===== config.mk =====
export PLATFORM = sky130hd
export DESIGN_NAME = divider32
export DESIGN_NICKNAME = d
export VERILOG_FILES = /design/src/rtl/divider32.sv
export SDC_FILE = /design/constraint.sdc
export NUM_CORES = 1
export LEC_CHECK = 0
export ABC_CLOCK_PERIOD_IN_PS = 3500
export CAP_MARGIN = 20
export CORE_MARGIN = 2
export CORE_UTILIZATION = 52
export DETAILED_ROUTE_END_ITERATION = 10
export PLACE_DENSITY = 0.74
export SETUP_SLACK_MARGIN = 0.05
export SLEW_MARGIN = 0
export SYNTH_ARGS = -nofsm -noshare
export SYNTH_HDL_FRONTEND = slang
export SYNTH_SLANG_ARGS = --single-unit
export TNS_END_PERCENT = 5

===== constraint.sdc =====
create_clock -name clk -period 3.5 [get_ports clk]
set_input_delay 0.7 -clock clk [delete_from_list [all_inputs] [get_ports clk]]
set_output_delay 0.7 -clock clk [all_outputs]
set_load 0.005 [all_outputs]

===== src/rtl/divider32.sv =====
// Multi-cycle radix-2 restoring divider for RV32IM DIV/DIVU/REM/REMU.
// Shares the start/done/move_flush handshake with the multiplier.
module divider32 #(
  parameter int WIDTH = 32
) (
  input  logic             clk,
  input  logic             rst,
  input  logic             start,
  input  logic             move_flush,
  input  logic             is_signed,
  input  logic [WIDTH-1:0] a,
  input  logic [WIDTH-1:0] b,
  output logic [WIDTH-1:0] q,
  output logic [WIDTH-1:0] r,
  output logic             done
);

  localparam int CW = $clog2(WIDTH) + 1;

  typedef enum logic [1:0] {IDLE, CALC, FIX, FINISH} state_t;

  state_t           state, state_next;
  logic [WIDTH-1:0] rem, quot, divisor;
  logic [CW-1:0]    counter;
  logic             neg_q, neg_r;

  logic             a_neg, b_neg, div_zero, overflow;
  logic [WIDTH-1:0] abs_a, abs_b;
  logic [WIDTH:0]   rem_shift, diff;

  assign a_neg    = is_signed & a[WIDTH-1];
  assign b_neg    = is_signed & b[WIDTH-1];
  assign abs_a    = a_neg ? -a : a;
  assign abs_b    = b_neg ? -b : b;
  assign div_zero = (b == '0);
  assign overflow = is_signed && (a == {1'b1, {(WIDTH-1){1'b0}}}) && (b == '1);

  // quot doubles as the dividend shift register: its MSB feeds the partial
  // remainder while new quotient bits enter at the LSB.
  assign rem_shift = {rem, quot[WIDTH-1]};
  assign diff      = rem_shift - {1'b0, divisor};

  assign done = (state == FINISH);

  always_ff @(posedge clk or negedge rst) begin
    if (!rst) state <= IDLE;
    else      state <= state_next;
  end

  always_comb begin
    state_next = state;
    case (state)
      IDLE:    if (start) state_next = (div_zero || overflow) ? FINISH : CALC;
      CALC:    if (counter == CW'(1)) state_next = FIX;
      FIX:     state_next = FINISH;
      FINISH:  if (!start) state_next = IDLE;
      default: state_next = IDLE;
    endcase
    if (move_flush) state_next = IDLE;
  end

  always_ff @(posedge clk or negedge rst) begin
    if (!rst) begin
      q       <= '0;
      r       <= '0;
      rem     <= '0;
      quot    <= '0;
      divisor <= '0;
      counter <= '0;
      neg_q   <= 1'b0;
      neg_r   <= 1'b0;
    end else if (move_flush) begin
      q       <= '0;
      r       <= '0;
      rem     <= '0;
      quot    <= '0;
      divisor <= '0;
      counter <= '0;
      neg_q   <= 1'b0;
      neg_r   <= 1'b0;
    end else begin
      case (state)
        IDLE: begin
          if (start) begin
            if (div_zero) begin
              q <= '1;
              r <= a;
            end else if (overflow) begin
              q <= a;
              r <= '0;
            end else begin
              rem     <= '0;
              quot    <= abs_a;
              divisor <= abs_b;
              neg_q   <= a_neg ^ b_neg;
              neg_r   <= a_neg;
              counter <= CW'(WIDTH);
            end
          end
        end
        CALC: begin
          if (!diff[WIDTH]) begin
            rem  <= diff[WIDTH-1:0];
            quot <= {quot[WIDTH-2:0], 1'b1};
          end else begin
            rem  <= rem_shift[WIDTH-1:0];
            quot <= {quot[WIDTH-2:0], 1'b0};
          end
          counter <= counter - CW'(1);
        end
        FIX: begin
          q <= neg_q ? -quot : quot;
          r <= neg_r ? -rem : rem;
        end
        default: ;
      endcase
    end
  end

endmodule

-- After elaboration in Yosys (flattened, before gate mapping)
Cells that the tools add are included.
- flip-flop bits (word level): 170
- bits in latches: 0
- RAM bits: 0
- memory bits (read-only): 0
- output and inout bits: 65
- memories kept: 0
- add/subtract/negate cells: 6
- $mul: 0
- div/mod/pow operators: 0
- magnitude comparators: 0
- equal/unequal tests: 14
- shift operators: 0
- multiplexer cells: 52
- bitwise logic cells: 3
- reduce and logical (&&, ||, !) cells: 13
- operators by type and width (cell ; count):
    $mux 32 ; 26
    $pmux 32 s2 ; 4
    $neg 32->32 ; 4
    $eq 32x32->1 const B ; 2
    $sub 33x32->33 ; 1
    $logic_not 32->1 ; 1
    $mux 6 ; 4
    $ne 3x3->1 const B ; 5
    $pmux 6 s2 ; 1
    $mux 1 ; 11
    $mux 2 ; 5
    $pmux 2 s4 ; 1
    $reduce_and 4->1 ; 2
    $eq 6x1->1 const B ; 1
    $reduce_and 3->1 ; 2
    $reduce_bool 3->1 ; 2
    $sub 6x1->6 const B ; 1
    $eq 2x2->1 const B ; 2
    $ne 2x2->1 const B ; 2
    $ne 4x4->1 const B ; 1
    $reduce_bool 2->1 ; 2
    $and 1x1->1 ; 2
    $eq 2x1->1 const B ; 1
    $logic_and 1x1->1 ; 2
    3 further kinds ; 3

-- Logic depth before layout (Yosys ltp)
Gate-level depths: netlist of the first run.
- depth in word-level cells: 8
- mapped depth: 14
- depth with buffers taken out: 12

-- Least setup slack after synthesis of the first run
OpenSTA, ideal clock, no wires.
- path type: reg-to-reg
- from: register quot[31]
- to: register rem[10]
- setup time: 0.133 ns
- arrival time: 3.146 ns
- slack: 0.221 ns
- cell stages (with the launch flop): 15
- path buffers: 2
- cell sequence: dfrtp_1 -> inv_1 -> ha_1 -> fa_1 -> nand2b_1 -> a21oi_1 -> o21ai_0 -> o31ai_1 -> a41oi_2 -> a31o_2 -> xnor2_1 -> buf_4 -> buf_4 -> mux2i_1 -> o21ai_0
- longest elaborated chain between the ends: 4
- ends and longest elaborated chain (what ; line ; source):
    start, declared ; 23 ; logic [WIDTH-1:0] rem, quot, divisor;
    start signal, assigned ; 93 ; quot <= abs_a;
    start signal, assigned ; 104 ; quot <= {quot[WIDTH-2:0], 1'b1};
    start signal, assigned ; 107 ; quot <= {quot[WIDTH-2:0], 1'b0};
    $sub 33x32->33 ; 41 ; assign diff = rem_shift - {1'b0, divisor};
    $mux 32 ; 102 ; if (!diff[WIDTH]) begin
    $pmux 32 s2 ; 82 ; case (state)
    $mux 32 ; 72 ; end else if (move_flush) begin
    end signal, assigned ; 103 ; rem <= diff[WIDTH-1:0];
    end signal, assigned ; 106 ; rem <= rem_shift[WIDTH-1:0];
    end, declared ; 23 ;
Every way passes these cells.
A chain may end at the register's enable or synchronous reset.

-- Worst setup path after layout of the first run
- from: register quot[31]
- to: register rem[19]
Same word-level chain as after synthesis.

==> results summary, run 1 <==
The run finished with clean final reports. The first global-routing pass estimated around 60000 um of wire. The maximum number of pins on one net before global-route repair is 73.

The number of core rows came out at 56. The final HPWL from detailed placement is between 20000 and 30000 um. The total nets after synthesis came out at between 1500 and 2000. In the final design database the tool counted 1796 nets. The tree is rooted in a clkbuf_16. The total setup buffers inserted after CTS is 0. The final hold violation count came out at 0. After synthesis, the largest family of logic cells by area is compound AO/OA/AOI/OAI gates.

The number of maximum-capacitance violations is 0. The synthesized-area fraction occupied by adder cells is 0.0454. The via count of the first global-routing pass is roughly 11000.

The kind of cell with the highest combined delay along the critical path is compound AO/OA/AOI/OAI gates. The synthesized instance count came out at around 1500. At the end of routability-driven placement, the weighted congestion stood at around 0.98.

STA classifies the critical path startpoint as a register. The number of H-tree levels is 4. The synthesized area divided by synthesized cell count came out at ~8.2 sq um.

The power density over cell area came out at roughly 470 nW/um^2. The number of enable-type register cells in the synthesized netlist is 0. For this run, the register share of the synthesized area comes to 0.346.

In the global route stage, overall resource usage came out at 0.311. The sum of routed wire length over all layers is between 30000 and 40000 um. Of all cell types, the one taking the most synthesized area is dfrtp_1.

STA classifies the critical path endpoint as a register. The floorplan core area came out at approximately 23000 sq um. The clock sink total is 170. Walking the worst path, the cells encountered are inv_1 -> ha_1 -> fa_1 -> nand2b_4 -> a21oi_2 -> o21ai_1 -> o31ai_1 -> buf_4 -> a41oi_2 -> a31o_4 -> buf_4 -> xor2_4 -> buf_6 -> a32oi_1 -> o21ai_0. After routing, the total negative slack on setup checks comes to 0 ps.

The final hold slack came out at 271 ps. The complex-gate fraction of the synthesized area is 0.238. The share of the synthesized area in the top cell type is 0.346.

The async set-reset flop share out of synthesis came out at 1.00. The overall via count from detail_route is 11800. The sequential cell area in the final layout came out at ~4300 sq um. The number of synthesized register bits came out at 170. The clock insertion delay at the later pin of the skew report came out at 440 ps. The worst path required time is between 3000 and 4000 ps.

The starting density of the core came out at 0.526. The wire length per cell after detailed routing came out at 18.9 um. The detail route stage leaves a number of antenna-violating nets equal to 0.

At the worst endpoint, the arrival time is 3680 ps. The I/O pin total is 134. The minimum period implied by the final worst setup slack came out at around 3400 ps. After global routing the overflow that remains totals 0. The pin slew with the least headroom to its limit came out at ~1100 ps. The CTS buffer count came out at 17. The final max-slew violation count was 0. In the final layout, the multi-input gates occupy ~7500 sq um. Measured against its own limit, the worst slew margin works out to 0.287. VDD sags by at most slightly below 300 uV. The min-delay analysis places its worst path in the category primary input to async pin. Ranked by total cell area, the synthesized netlist is headed by dfrtp_1, nand2_1, xor2_1. The analysis attributes to cell leakage a power of 6.59 nW.

Input and output buffers added on the ports amount to ~130. The height of the chip came out at approximately 160 um. Setup repair after global routing could not meet its margin everywhere. The CTS tree is done. The standard cell area after detailed placement is 14700 sq um. Of all nets on the critical path, the largest fanout is 6. The count of final setup violators is 0. Compared with the post-synthesis result, the final layout area differs by 25.1%. The fill cell total of the finished layout is around 2000. The post-synthesis cell type count came out at 70. 0 antenna diodes ended up in the layout. The library cells used most frequently in the layout, excluding fill and tap cells, are nand2_1, dfrtp_1, clkdlybuf4s50_1, nor2_1, buf_4. The multiplexer share of the synthesized area is 0.0293.

The initial antenna violation count is 1. In the synthesized netlist the dominant register cell turns out to be dfrtp_1. The library cell used most frequently in the layout, excluding fill and tap cells, is nand2_1. The detailed router's first-iteration violation count came out at 949. Of the total synthesized cell area, the portion taken by AND, OR, NAND and NOR gates is 0.186.

The type of the worst setup path is register to register. On the final layout, the worst clock skew is 12.2 ps. Static timing analysis puts the maximum clock frequency at between 0.2 and 0.3 GHz. The delay contributed by the slowest stage of the critical path came out at roughly 400 ps. The maximum buffer depth of the clock tree is 2. The fraction of synthesized cell area in xor and xnor cells is 0.105. The cts-stage hold buffer count is 0. After detailed routing, the number of remaining DRC violations is 0.

The critical path buffer and inverter count is 4. For this run, the number of Yosys warnings is 0. The proportion of layout cells with a drive suffix above 1 came out at 0.116.

The die extent in x is 158 um. The cell seen most often among critical-path stages is buf_4. The final instance area is 15400 sq um. The netlist area before placement is roughly 12000 sq um. The via density per instance is approximately 5.9. Of the available clock period, the critical path in the final layout requires 0.961. The largest individual stage delay along the critical path comes from the cell fa_1. The clock-pin slew on the worst setup and hold paths is about 80 ps. The detailed-router iteration count before antenna repair is 5. The floorplan die area came out at between 20000 and 25000 sq um.
## logic make-up after synthesis
logic type,after synthesis
mux,36
simple gates,495
xor+xnor,147
flops,170
buf+inv,148
compound gates,452
fa+ha+maj,44
## sequential cells by signal, indices dropped and copies added (netlist names)
name     flops
state        2
q           32
r           32
quot        32
counter      6
rem         32
neg_r        1
divisor     32
neg_q        1
## repair_timing
item,CTS,global route
gates resized for setup,1,9
endpoints found under the setup margin,27,30
pin swaps,2,3
## final timing paths
check                           startpoint  endpoint  slack, ps  depth (start not counted)
min in group clk                     q[30]     q[30]        490                          1
worst max register to register    quot[31]   rem[19]        140                         15
worst min register to register       q[30]     q[30]        490                          1
max in group asynchronous              rst   rem[10]       2430                          2
worst max-delay path              quot[31]   rem[19]        140                         15
worst min-delay path                   rst     q[25]        270                          1
## metal layers
| metal | vias to the layer above | routed length [um] | track usage |
|---|---|---|---|
| li1 | 5692 | - | - |
| met1 | 5623 | 16000 | 0.397 |
| met2 | 434 | 18500 | 0.532 |
| met3 | 82 | 2150 | 0.0416 |
| met4 | 2 | 1400 | 0.128 |
| met5 | - | 8 | 0 |
## metrics by stage
step	cells	power, mW	utilization	setup slack, ps
CTS	2015	7.18	0.656	40.4
finish	2015	7.19	0.659	135
global placement	1983	5.16	0.631	-73.7
floorplan	1492	4.29	-	221
global route	2015	7.63	0.659	17.2
detailed placement	1983	5.22	0.631	-97.3
## area by class of cell
class	instances	area share
multi-input cells	1174	0.488
flip-flops and latches	170	0.277
repair buffers	262	0.156
clock buffers	17	0.0277
well taps	319	0.0260
inverters	58	0.0142
clock inverters	15	0.0114
## cell usage after synthesis, types with 13 or more instances
cell type / n
a211oi_1: 44
a21o_1: 19
a21oi_1: 110
a22o_1: 26
clkbuf_1: 69
dfrtp_1: 170
ha_1: 43
inv_1: 58
mux2i_1: 36
nand2_1: 220
nand3_1: 15
nand4_1: 14
nor2_1: 127
nor3_1: 22
o21ai_0: 121
o31ai_1: 33
o41ai_1: 13
or3_1: 15
xnor2_1: 66
xor2_1: 81
## power breakdown
group / switching (mW) / internal (mW)
clock: 0.923 / 1.02
sequential: 0.266 / 2.19
combinational: 1.66 / 1.12
(Power assumes the default switching activity.)
==> run 2: changes to the inputs <==
--- a/config.mk
+++ b/config.mk
@@ -5,7 +5,7 @@
 export SDC_FILE = /design/constraint.sdc
 export NUM_CORES = 1
 export LEC_CHECK = 0
-export ABC_CLOCK_PERIOD_IN_PS = 3500
+export ABC_CLOCK_PERIOD_IN_PS = 2700
 export CAP_MARGIN = 20
 export CORE_MARGIN = 2
 export CORE_UTILIZATION = 52
==> constraint.sdc (replaced) <==
create_clock -name clk -period 2.7 [get_ports clk]
set_input_delay 0.54 -clock clk [delete_from_list [all_inputs] [get_ports clk]]
set_output_delay 0.54 -clock clk [all_outputs]
set_load 0.005 [all_outputs]
==> results summary, run 2 (same netlist as run 1, synthesis figures left out) <==
The critical path buffer and inverter count came out at 3 (-1). The first-pass GRT wire length is 63500 um (+5.5%). The worst-case setup slack after placement came out at -807 ps (-710 ps).

The minimum period implied by the final worst setup slack came out at 3160 ps (-208 ps). The final antenna-violating net count is 0 (unchanged). From synthesis to final layout, the design area changed by 39.8%.

The worst path required time came out at 3010 ps (-800 ps). The post-route clock period utilization came out at 1.17 (+0.208). The starting density of the core came out at 0.526 (unchanged). The height of the chip came out at 158 um (unchanged). The critical-path cell with the highest stage delay is dfrtp_1. The pin slew with the least headroom to its limit was 861 ps (-208 ps). The number of H-tree levels came out at 4 (unchanged). The path category of the worst min-delay check is primary input to async pin.

The sum of routed wire segments on met1 came out at 17000 um (+6.0%). The cts-stage hold buffer count is 0 (unchanged). The top cell types in the final layout, fill and taps aside, are buf_4, nand2_1, dfrtp_1, clkdlybuf4s50_1, nor2_1. The final instance area came to 17200 sq um (+12%). The clock-pin slew on the worst setup and hold paths came out at 80 ps (about the same).

The power spent charging and discharging nets is 4.05 mW (+42%). The net count reported at finish came out at 1954 (+8.8%). The post-route non-filler standard cell count came to 2173 (+7.8%). The clock sink total is 170 (unchanged). The switching portion of total power was 0.399 (+0.00214). The power share of the sequential group is 0.309 (-0.032). The leakage dissipation is 7.53 nW (+14%). The checks that failed: setup timing. The final max-slew violation count is 0 (unchanged). The final hold slack is 31.2 ps (-239 ps). Setup repair after global routing could not meet its margin everywhere. The global placement routability congestion came out at 0.945 (-3.2%).

The total met2 wirelength after detailed routing is 18600 um (+0.62%). The portion of total power attributed to combinational logic came out at 0.450 (+0.062). The final hold violation count came to 0 (unchanged). The initial antenna violation count is 0 (-1). The final clock skew came out at 14.5 ps (+2.24 ps).

The kind of cell adding the most delay to the critical path is compound AO/OA/AOI/OAI gates. The all-layer global routing usage is 0.325 (+0.0140). The internal power contribution came out at 6.10 mW (+41%). The biggest fanout along the worst timing path came out at 4 (-2). The detailed router's first-iteration violation count is 1123 (+18%).

The overall via count from detail_route came out at 12800 (+8.2%). The floorplan core area is 23300 sq um (unchanged). The clock insertion delay at the later pin of the skew report came out at 440 ps (about the same). The peak clock frequency supported by timing was 0.317 GHz (+6.6%).

The headroom to the max-slew limit is 0.420 (+0.132). The via count of the first global-routing pass is 12300 (+8.5%). The run finished, with violations left.

The count of final setup violators came out at 118 (+118). The remaining design rule violation count came out at 0 (unchanged). The proportion of layout cells with a drive suffix above 1 is 0.230 (+0.115).

The relative contribution of the clock network to total power came to 0.241 (-0.030). The post-layout total power is 10.2 mW (+41%). The clock root buffer master is clkbuf_16.

The sum of overflow across all layers after global routing came out at 0 (unchanged). The final critical-path setup slack is -457 ps (-592 ps). The final HPWL from detailed placement is 29900 um (+1.8%).

The detailed-router iteration count before antenna repair is 6 (+1). The I/O pin total is 134 (unchanged). The delay contributed by the slowest stage of the critical path is 430 ps (+30 ps). The post-layout utilization of the core came out at 0.736 (+0.0775).

The critical path goes through ha_4 -> fa_2 -> nand2b_4 -> a21oi_4 -> o21ai_4 -> o31ai_2 -> buf_4 -> a41oi_4 -> a31o_4 -> xnor2_4 -> buf_4 -> buf_6 -> nor2_4 -> a221o_1. The power density over cell area is 591 nW/um^2 (+26%). The length of routed met3 wiring is 3410 um (+58%). The largest vdd supply drop came out at 385 uV (+31%).

The CTS tree is done. The CTS buffer count is 17 (unchanged). The highest metal layer carrying signal wires in the routed design is met4.

The wire length per cell after detailed routing is 18.7 um (-0.81%). The via density per instance came out at 5.89 (+0.38%). The number of maximum-capacitance violations is 0 (unchanged). Leaving out fill and tap cells, the most frequent cell in the layout is buf_4. The floorplan die area came out at 24900 sq um (unchanged). The data arrival time at the worst-slack endpoint was 3470 ps (-210 ps).

The sum of routed wire length over all layers is 40700 um (+7.0%). In this design, the critical path's most frequently occurring cell is buf_4. By startpoint and endpoint, the worst setup path is classified as register to register. The maximum buffer depth of the clock tree is 2 (unchanged). The count of input and output buffers is 133 (unchanged). The die extent in x is 158 um (unchanged). STA classifies the critical path endpoint as a register. The maximum number of pins on one net before global-route repair is 73 (unchanged).

The number of core rows is 56 (unchanged). The count of placed standard cells including taps was 2125 (+7.2%). The worst setup path is launched from a register.

The diode insertion count for antenna repair is 0 (unchanged). The standard cell area after detailed placement is 15900 sq um (+8.0%). The sum of negative setup slack is -19970 ps (-19970 ps).
-- run 2: final cells by class --
| class | count | area (sq um) |
|---|---|---|
| clock inverters | 14 | 154 |
| fillers | 1713 | 6150 |
| clock buffers | 18 | 429 |
| flip-flops and latches | 170 | 4250 |
| repair buffers | 420 | 3780 |
| multi-input cells | 1174 | 7940 |
| inverters | 58 | 218 |
| well taps | 319 | 399 |
-- run 2: worst paths after layout --
kind	slack, ps	depth (start not counted)	start	end
worst max-delay path	-460	14	divisor[0]	rem[28]
worst min-delay path	30	1	rst	q[19]
worst max register to register	-460	14	divisor[0]	rem[28]
worst min register to register	500	2	r[15]	r[15]
max in group asynchronous	1970	2	rst	divisor[29]
min in group clk	470	2	move_flush	neg_r
-- run 2: metal layers --
| layer | track usage | vias to the layer above |
|---|---|---|
| li1 | - | 6030 |
| met1 | 0.431 | 6084 |
| met2 | 0.505 | 566 |
| met3 | 0.0736 | 129 |
| met4 | 0.152 | 0 |
| met5 | 0 | - |
-- run 2: repair_timing --
item,4_1_cts,5_1_grt
setup endpoints to repair,167,168
setup buffers,6,8
gates resized for setup,57,96
pin swaps,20,30
cloned,1,2
-- run 2: worst reg2reg max path, stage by stage (launching register included) --
cell and delay, ps:
dfrtp_1 430, ha_4 190, fa_2 340, nand2b_4 170, a21oi_4 190, o21ai_4 80, o31ai_2 200, buf_4 180
a41oi_4 110, a31o_4 280, xnor2_4 250, buf_4 160, buf_6 90, nor2_4 40, a221o_1 320
-- run 2: power by group through the flow --
stage | sequential, mW | combinational, mW | clock (mW)
global placement | 3.14 | 4.00 | 0
global route | 3.17 | 4.99 | 2.56
finish | 3.14 | 4.57 | 2.45
CTS | 3.11 | 4.28 | 2.45
floorplan | 3.11 | 2.49 | 0
detailed placement | 3.16 | 4.10 | 0
